**config.mk**
```make
export PLATFORM = sky130hd
export DESIGN_NAME = l2_cacheline_adaptor
export DESIGN_NICKNAME = d
export VERILOG_FILES = /design/src/rtl/l2_cacheline_adaptor_pkg.sv /design/src/rtl/l2_cacheline_adaptor.sv
export SDC_FILE = /design/constraint.sdc
export NUM_CORES = 1
export LEC_CHECK = 0
export CORE_AREA = 10 10 269 271
export DETAILED_ROUTE_END_ITERATION = 8
export DIE_AREA = 0 0 279 281
export GPL_TIMING_DRIVEN = 0
export PLACE_DENSITY = 0.62
export RECOVER_POWER = 25
export SLEW_MARGIN = 15
export SYNTH_ARGS = -nofsm -noshare
export SYNTH_HDL_FRONTEND = slang
export SYNTH_SLANG_ARGS = --single-unit
export TNS_END_PERCENT = 20
```
**constraint.sdc**
```tcl
create_clock -name clk -period 4.6 [get_ports clk]
set_input_delay 0.46 -clock clk [delete_from_list [all_inputs] [get_ports clk]]
set_output_delay 0.46 -clock clk [all_outputs]
set_load 0.1 [all_outputs]
```
**src/rtl/l2_cacheline_adaptor_pkg.sv**
```systemverilog
// cache_mux_types: shared types and constants for the L2 cacheline adaptor
//   adaptor_state_t : burst adaptor FSM states
//   ADAPTOR_BEATS   : memory beats per cache line
//   AD_S_OFFSET     : log2 of line bytes
//   AD_BURST_WIDTH  : memory beat width in bits
//   AD_LINE_WIDTH   : cache line width in bits
package cache_mux_types;
    typedef enum logic [1:0] {ad_idle, ad_read, ad_write, ad_done} adaptor_state_t;
    localparam int ADAPTOR_BEATS  = 4;
    localparam int AD_S_OFFSET    = 5;
    localparam int AD_BURST_WIDTH = 64;
    localparam int AD_LINE_WIDTH  = 8 * (2 ** AD_S_OFFSET);
endpackage

```
**src/rtl/l2_cacheline_adaptor.sv**
```systemverilog
// l2_cacheline_adaptor: converts one 256-bit L2 line read/writeback into a 4-beat 64-bit memory burst
//   clk        : clock, all state on posedge
//   rst        : asynchronous active-low reset
//   address_i  : L2 line address (latched on acceptance)
//   line_i     : L2 writeback line (latched on write acceptance)
//   read_i     : L2 line-read request, held until resp_o
//   write_i    : L2 writeback request, held until resp_o
//   line_o     : assembled read line, holds last completed read
//   resp_o     : one-cycle completion pulse
//   address_o  : line-aligned burst address, stable for the whole burst
//   burst_i    : memory read beat
//   burst_o    : memory write beat
//   read_o     : burst read request
//   write_o    : burst write request
//   resp_i     : memory beat valid/accepted, one per beat
module l2_cacheline_adaptor
    import cache_mux_types::*;
#(
    parameter int s_offset    = AD_S_OFFSET,
    parameter int burst_width = AD_BURST_WIDTH
) (
    input  logic                         clk,
    input  logic                         rst,
    input  logic [31:0]                  address_i,
    input  logic [8*(2**s_offset)-1:0]   line_i,
    input  logic                         read_i,
    input  logic                         write_i,
    output logic [8*(2**s_offset)-1:0]   line_o,
    output logic                         resp_o,
    output logic [31:0]                  address_o,
    input  logic [burst_width-1:0]       burst_i,
    output logic [burst_width-1:0]       burst_o,
    output logic                         read_o,
    output logic                         write_o,
    input  logic                         resp_i
);
    localparam int s_line    = 8 * (2 ** s_offset);
    localparam int num_beats = s_line / burst_width;
    localparam int cw        = $clog2(num_beats);
    localparam logic [cw-1:0] last_beat = cw'(num_beats - 1);

    adaptor_state_t  state, next_state;
    logic [cw-1:0]   count;
    logic [s_line-1:0] wbuf;

    always_comb begin
        next_state = state;
        case (state)
            ad_idle:  next_state = read_i ? ad_read : (write_i ? ad_write : ad_idle);
            ad_read:  next_state = (resp_i && count == last_beat) ? ad_done : ad_read;
            ad_write: next_state = (resp_i && count == last_beat) ? ad_done : ad_write;
            default:  next_state = ad_idle;
        endcase
    end

    always_ff @(posedge clk or negedge rst) begin
        if (!rst) begin
            state     <= ad_idle;
            count     <= '0;
            wbuf      <= '0;
            line_o    <= '0;
            address_o <= '0;
        end else begin
            state <= next_state;
            case (state)
                ad_idle: begin
                    if (read_i || write_i) begin
                        address_o <= {address_i[31:s_offset], {s_offset{1'b0}}};
                        count     <= '0;
                    end
                    if (!read_i && write_i)
                        wbuf <= line_i;
                end
                ad_read: begin
                    if (resp_i) begin
                        line_o[int'(count)*burst_width +: burst_width] <= burst_i;
                        count <= count + 1'b1;
                    end
                end
                ad_write: begin
                    if (resp_i)
                        count <= count + 1'b1;
                end
                default: ;
            endcase
        end
    end

    // Outputs decode purely from registered state/count/buffer, never from inputs.
    assign read_o  = (state == ad_read);
    assign write_o = (state == ad_write);
    assign resp_o  = (state == ad_done);
    assign burst_o = (state == ad_write) ? wbuf[int'(count)*burst_width +: burst_width] : '0;
endmodule

```
==> Yosys cells after proc, flatten, opt, wreduce, memory -nomap -nowiden <==
Cells that the tools add are included.
{ "word_totals": {"reg_bits": 543, "in_bits": 357, "output_inout_bits": 355, "wordCells": 37} }
{ "classes": {"add_sub_neg": 2, "eq_ne": 6, "n_shift": 3, "muxes": 10, "reduce_logical": 11} }
{ "ops": {"columns": ["operator", "count"], "rows": [
  ["$bwmux W256", 1],
  ["$shift A64 B33 Y256 const A", 1],
  ["$shiftx A256 B9 Y64", 1],
  ["$shiftx A64 B33 Y256", 1],
  ["$mux W64", 1],
  ["$neg A8 Y33", 1],
  ["$mux W2", 5],
  ["$eq A2 B2 Y1 const B", 3],
  ["$pmux W2 S3", 1],
  ["$reduce_and A2 Y1", 3],
  ["$pmux W2 S2", 1],
  ["$reduce_and A3 Y1", 1],
  ["$add A2 B1 Y2 const B", 1],
  ["$eq A2 B1 Y1 const B", 1],
  ["$logic_and A1 B1 Y1", 2],
  ["$logic_not A2 Y1", 1],
  ["$ne A2 B1 Y1 const B", 1],
  ["$ne A2 B2 Y1 const B", 1],
  ["$reduce_bool A2 Y1", 1],
  ["$reduce_or A2 Y1", 1],
  ["$logic_not A1 Y1", 1],
  ["$logic_or A1 B1 Y1", 1],
  ["$mux W1", 1]
]} }

==> Logic depth before layout (Yosys ltp) <==
Gate-level depths: netlist of the first run.
{ "depth": {"word_depth": 4, "depth_mapped": 8, "depth_no_buf": 5} }

==> Least setup slack after synthesis of the first run <==
OpenSTA, ideal clock, no wires.
{ "synth_timing": {"path_type": "reg2reg", "start": "register state[1]", "end": "register line_o[132]", "setup_time_ps": 69, "arrival_ps": 2534, "t_required_ps": 4531, "slack_ps": 1997, "stages_incl_launch_ff": 8, "path_buffers": 2, "period_less_slack_ps": 2603, "path_cell_list": "dfrtp_1 > inv_1 > ha_1 > buf_4 > nand3_1 > nor4_4 > buf_6 > a22o_1"} }
{ "synth_between": {"elab_chain_len": 2} }
{ "synth_rtl": {"columns": ["item", "line", "rtl"], "rows": [
  ["start: declaration", "l2_cacheline_adaptor.sv:42", "adaptor_state_t state, next_state;"],
  ["start signal: assignment", "l2_cacheline_adaptor.sv:58", "state <= ad_idle;"],
  ["start signal: assignment", "l2_cacheline_adaptor.sv:64", "state <= next_state;"],
  ["$eq A2 B1 Y1", null, null],
  ["via read_o", "l2_cacheline_adaptor.sv:33", "output logic read_o,"],
  ["$reduce_and A2 Y1 (no source line)", null, null],
  ["end signal: indexed assignment", "l2_cacheline_adaptor.sv:76", "line_o[int'(count)*burst_width +: burst_width] <= burst_i;"],
  ["end: declaration", "l2_cacheline_adaptor.sv:28", "output logic [8*(2**s_offset)-1:0] line_o,"]
]} }
The timed path passes the listed nets, and every way through them passes these cells.
A chain may end at the register's enable or synchronous reset.

==> Worst setup path in the final report of the first run <==
{ "layout_timing": {"start": "register state[0]", "end": "output port burst_o[52]"} }
{ "layout_between": {"elab_chain_len": 2} }
{ "layout_rtl": {"columns": ["item", "line", "rtl"], "rows": [
  ["$eq A2 B2 Y1", "l2_cacheline_adaptor.sv:93", "assign burst_o = (state == ad_write) ? wbuf[int'(count)*burst_width +: burst_width] : '0;"],
  ["$mux W64", "l2_cacheline_adaptor.sv:93", null],
  ["end: declaration", "l2_cacheline_adaptor.sv:32", "output logic [burst_width-1:0] burst_o,"]
]} }
Every way passes these cells.

==> results of run 1 <==
==> path summary, 6_finish.rpt <==
check,end,slack [ns],cells after the start
min,state[0],0.19,3
min reg2reg,wbuf[133],0.50,1
min in group asynchronous,line_o[106],0.38,2
max reg2reg,line_o[169],0.86,8
max,burst_o[52],0.27,6
max in group asynchronous,wbuf[85],1.00,5
==> sequential cells by signal (all words and copies together), names as in the netlist <==
register,flops
line_o,256
address_o,27
wbuf,256
count,2
state,2
==> per-stage QoR <==
stage	power, W	setup WS, ns	hold slack, ns	instances	area (sq um)
2_1_floorplan	0.0157	2.00	0.164	1370	21900
3_3_place_gp	0.0188	-20.75	0.482	2943	30000
3_5_place_dp	0.0190	0.620	0.464	2948	30100
4_1_cts	0.0240	0.00365	0.132	3056	32200
5_1_grt	0.0247	0.0255	0.190	3058	32100
6_report	0.0238	0.267	0.187	3062	32100
==> layout make-up <==
| type | instances | share of cell area, % |
|---|---|---|
| Multi-Input combinational cell | 711 | 23.9 |
| Buffer | 110 | 1.90 |
| Sequential cell | 543 | 42.3 |
| Antenna cell | 6 | 0.0467 |
| Tap cell | 873 | 3.40 |
| Timing Repair Buffer | 706 | 22.1 |
| Inverter | 6 | 0.0701 |
| Clock buffer | 90 | 5.55 |
| Clock inverter | 17 | 0.826 |
==> worst max-delay path, stage by stage (launching register included) <==
cell,delay [ns]
dfrtp_1,0.41
inv_1,0.13
ha_1,0.21
clkbuf_1,0.59
clkbuf_1,0.47
and2_1,0.20
clkdlybuf4s50_1,1.24
==> report_power, final <==
part	internal, W	switching, W	total [W]
Sequential	0.00652	0.000936	0.00746
Clock	0.00299	0.00195	0.00495
Combinational	0.00382	0.00753	0.0114
Total	0.0133	0.0104	0.0238
==> cells in the final DEF (no fill, tap or decap), types with 2 or more instances in the layout <==
cell / instances
clkdlybuf4s50_1: 696
dfrtp_1: 543
mux2_2: 283
a22o_1: 256
mux4_2: 64
and2_1: 64
clkbuf_16: 58
clkbuf_1: 52
buf_2: 43
clkbuf_8: 21
buf_6: 13
buf_4: 12
ha_1: 11
clkinv_2: 8
diode_2: 6
inv_1: 6
nand3_1: 6
bufinv_16: 6
conb_1: 5
nor4_4: 3
nand2_1: 3
clkbuf_2: 3
dlygate4sd2_1: 3
a21oi_1: 2
nor3_1: 2
mux2i_1: 2
buf_16: 2
==> cell families (layout without fill, tap and decap cells) <==
group / Yosys count / count (layout) / share of synthesized area (%)
compound gates: 260 / 260 / 10.4
flops: 543 / 543 / 62.1
mux: 349 / 349 / 21.2
simple gates: 86 / 86 / 2.72
other cells: 1 / 11 / 0.0171
fa+ha+maj: 11 / 11 / 0.629
buf+inv: 116 / 929 / 2.91
==> timing repair <==
action | CTS | global route
setup endpoints to repair | 3 | 0
hold buffers | 1 | 0
gates resized for setup | 3 | 0
hold endpoints to repair | 64 | 0
==> per-layer routing <==
metal / vias up / GRT usage (%)
li1: 6691 / -
met1: 8149 / 24.1
met2: 630 / 36.6
met3: 153 / 8.62
met4: 40 / 5.71
met5: - / 0
==> flow_summary.json, run 1 <==
{
  "crit_required_ns": 4.14,
  "finalCritPeriodShare_pct": 94.2,
  "vias": 15700,
  "finalWirelength_um": 85400,
  "post-synth-top-count-cell": "dfrtp_1",
  "syn-instance-count": 1366,
  "clock-root-buffer": "clkbuf_16",
  "critPathKind": "register to output port",
  "drc": 0,
  "synth.yosys.seq_area_share_pct": 62.1,
  "core_sq_um": 66800,
  "post-cts-setup-buffer-count": 0,
  "fillers": 5772,
  "cts_tree": "done",
  "vdd_ir_drop_max_mv": 0.348,
  "min_period_ns": 4.33,
  "multi_input_area_sq_um": 7670,
  "yosys.area.top_type": "dfrtp_1",
  "die_w_um": 279,
  "hold_path_class": "input pin to register",
  "gp_congestion": 0.905,
  "drt_iter0_drc": 967,
  "cts_buffer_depth": 3,
  "ys_top_cells_by_count": "543 x dfrtp_1, 283 x mux2_2, 256 x a22o_1",
  "setup-violations-final": 0,
  "crit_path_start": "state[0]",
  "grt_pass1_vias": 17200,
  "violations": "max-capacitance violations, max-slew violations",
  "routed.top_layer": "met5",
  "clk_latency_ns": 0.62,
  "die_height_um": 281,
  "tns_ns": 0,
  "seq_area_sq_um": 13600,
  "wl_met2_um": 43000,
  "min_from": "resp_i",
  "synth_top_cell_area_share_pct": 62.1,
  "synthArstFlopShare_pct": 100,
  "outcome": "finished, violations left",
  "clock_skew_ns": 0.0243,
  "p_per_area_nw_per_um2": 739,
  "final_hold_viol_count": 0,
  "r2r-start": "count[1]",
  "grt_start_max_net_pins": 108,
  "max_slew_margin_pct": -79.0,
  "top_level_ports": 712,
  "vias_per_cell": 5.12,
  "drv_cap": 3,
  "initial_core_util_pct": 32.7,
  "path_clk_slew_ns": 0.06,
  "area_growth_pct": 46.9,
  "die_area_sq_um": 78400,
  "overflow": 0,
  "synthesis.area_sq_um": 21900,
  "synth_cell_types": 29,
  "routedWlPerCell_um": 27.9,
  "yosys_warnings": 0,
  "grt_usage_pct": 21.2,
  "maxSlewViolCount": 320,
  "syn_avg_cell_area_sq_um": 16.0,
  "setup.worst_path.start_class": "register",
  "dr.pass1.iters": 5,
  "grt_pass1_wl_um": 124000,
  "path_max_fanout": 10,
  "leakage_nw": 13.8,
  "cts_buffers": 58,
  "rsz0062_at_grt": "no",
  "wl_met1_um": 31900,
  "cp.arrival_ns": 3.87,
  "met3_length_um": 8150,
  "synth-edff-count": 0,
  "std_cell_rows": 95,
  "max_freq_ghz": 0.231,
  "synthTopCellsByArea": "dfrtp_1 62%, mux2_2 15%, a22o_1 10%, mux4_2 6.6%, and2_1 1.8%",
  "htreeDepth": 2,
  "numPortBuffers": 700,
  "drive_gt1_share_pct": 24.0,
  "tightest_slew_ns": 2.69,
  "fin_nets": 2504,
  "ys_seq_elements": 543,
  "crit_path_end_kind": "output port",
  "ant_nets": 0,
  "finish.utilization_pct": 48.1,
  "cts_sinks": 543,
  "ys.flop_type": "dfrtp_1",
  "dp_hpwl_um": 67600,
  "grt_antenna_before_repair": 28
}
Note: power is estimated with default switching activity, not from simulation.
==> run 2, diff against run 1 <==
--- a/config.mk
+++ b/config.mk
@@ -6,6 +6,7 @@
 export NUM_CORES = 1
 export LEC_CHECK = 0
 export CORE_AREA = 10 10 269 271
+export CTS_CLUSTER_DIAMETER = 60
 export DETAILED_ROUTE_END_ITERATION = 8
 export DIE_AREA = 0 0 279 281
 export GPL_TIMING_DRIVEN = 0
==> flow_summary.json, run 2 (synthesized netlist as in run 1, its figures left out) <==
{
  "grt_pass1_vias": 17300,
  "core_sq_um": 66800,
  "path_max_fanout": 11,
  "path_buf_inv": 4,
  "r2r_setup_slack_ns": 0.89,
  "setup.worst_path.start_class": "register",
  "hold_path_class": "input pin to register",
  "cp.arrival_ns": 3.84,
  "post-cts-setup-buffer-count": 0,
  "r2r-start": "count[1]",
  "dp_hpwl_um": 67600,
  "drc": 0,
  "finalCritPeriodShare_pct": 93.5,
  "rsz0062_at_grt": "no",
  "vias_per_cell": 5.11,
  "max_freq_ghz": 0.233,
  "cts_buffer_depth": 3,
  "crit_path_end_kind": "output port",
  "initial_core_util_pct": 32.7,
  "dr.pass1.iters": 5,
  "grt_usage_pct": 21.2,
  "clk_latency_ns": 0.62,
  "ant_nets": 0,
  "die_w_um": 279,
  "maxSlewViolCount": 320,
  "setup_ws_ns": 0.299,
  "critPathMostFrequentCell": "clkbuf_1",
  "vias": 15700,
  "ff2ff_path_depth": 8,
  "area_growth_pct": 47.0,
  "clock-root-buffer": "clkbuf_16",
  "leakage_nw": 13.8,
  "grt_pass1_wl_um": 124000,
  "crit_required_ns": 4.14,
  "layout_commonest_cell": "clkdlybuf4s50_1",
  "std_cell_rows": 95,
  "numPortBuffers": 700,
  "finalWirelength_um": 85400,
  "final_hold_viol_count": 0,
  "crit_chain": "inv_1 > ha_1 > clkbuf_1 > clkbuf_1 > and2_1 > clkdlybuf4s50_1",
  "outcome": "finished, violations left",
  "cts_buffers": 59,
  "cts_tree": "done",
  "gp_congestion": 0.905,
  "critPathKind": "register to output port",
  "drv_cap": 3,
  "min_period_ns": 4.30,
  "min_from": "resp_i",
  "drive_gt1_share_pct": 24.1,
  "hold_path_end": "state[0]",
  "overflow": 0,
  "worst_path_max_delay_cell": "clkdlybuf4s50_1",
  "largestRegisters": "line_o (256), wbuf (256), address_o (27)",
  "drt_iter0_drc": 949,
  "tightest_slew_ns": 2.69,
  "p_per_area_nw_per_um2": 740,
  "min_path_cells": 3,
  "htreeDepth": 2,
  "clock_skew_ns": 0.0299,
  "path_clk_slew_ns": 0.05,
  "fin_nets": 2505,
  "rr_endpoint": "line_o[169]",
  "die_area_sq_um": 78400,
  "die_height_um": 281,
  "fillers": 5774,
  "tns_ns": 0,
  "top_level_ports": 712,
  "max_slew_margin_pct": -79.4,
  "grt_antenna_before_repair": 28,
  "cts_sinks": 543,
  "violations": "max-capacitance violations, max-slew violations",
  "place_ws_ns": 0.620,
  "setup-violations-final": 0,
  "vdd_ir_drop_max_mv": 0.348,
  "critPathTopFamily": "buffers and inverters",
  "grt_start_max_net_pins": 108,
  "max_stage_delay_ns": 1.17,
  "final_cell_mix": "696 x clkdlybuf4s50_1, 543 x dfrtp_1, 283 x mux2_2, 256 x a22o_1",
  "routedWlPerCell_um": 27.8
}
==> run 2: layout make-up <==
type / instances / area [sq um] / share of cell area [%]
inverter: 6 / 22.5 / 0.0700
multi-input combinational: 711 / 7670 / 23.8
antenna: 8 / 20.0 / 0.0622
timing repair buffer: 706 / 7100 / 22.1
clock inverter: 19 / 274 / 0.852
clock buffer: 90 / 1790 / 5.58
tap: 873 / 1090 / 3.40
sequential: 543 / 13600 / 42.3
buffer: 110 / 609 / 1.89
==> run 2: timing repair <==
| item | in CTS | in global routing |
|---|---|---|
| gates resized for setup | 1 | 2 |
| hold buffers | 1 | 0 |
| pin swaps | 0 | 0 |
| cloned | 0 | 0 |
| endpoints found under the hold margin | 64 | 0 |
| setup endpoints to repair | 1 | 2 |
==> run 2: per-layer routing <==
metal / vias up / global-route usage (%) / routed length [um]
met5: - / 0 / 253
met4: 40 / 5.70 / 2110
met3: 154 / 8.62 / 8490
met2: 657 / 36.6 / 43000
met1: 8107 / 24.0 / 31500
li1: 6697 / - / -
==> run 2: report_power, final <==
group	internal (W)	total, W	switching, W	leakage (nW)
logic	0.00383	0.0114	0.00753	5.83
registers	0.00652	0.00746	0.000938	6.94
clock network	0.00302	0.00499	0.00197	1.03
==> run 2: tightest hold or removal path, cell delays in order <==
cell and delay, ns:
buf_4 0.14, nand3_1 0.07, a21oi_1 0.06
==> run 2: worst max path at each step <==
stage,start,to,cells after the start
2_1_floorplan,state[1],line_o[132],7
3_3_place_gp,rst,wbuf[150],1
3_5_place_dp,state[0],burst_o[60],6
4_1_cts,state[0],burst_o[61],6
5_1_grt,state[0],burst_o[52],6
6_report,state[0],burst_o[43],6
==> run 2: metrics by stage <==
step | std cells | hold WS, ns | utilization [%] | cell area (sq um) | total power (W)
3_5_place_dp | 2948 | 0.464 | 45.1 | 30100 | 0.0190
6_report | 3066 | 0.194 | 48.1 | 32200 | 0.0238
5_1_grt | 3060 | 0.199 | 48.1 | 32100 | 0.0247
3_3_place_gp | 2943 | 0.482 | 44.9 | 30000 | 0.0188
4_1_cts | 3058 | 0.141 | 48.2 | 32200 | 0.0240
2_1_floorplan | 1370 | 0.164 | - | 21900 | 0.0157
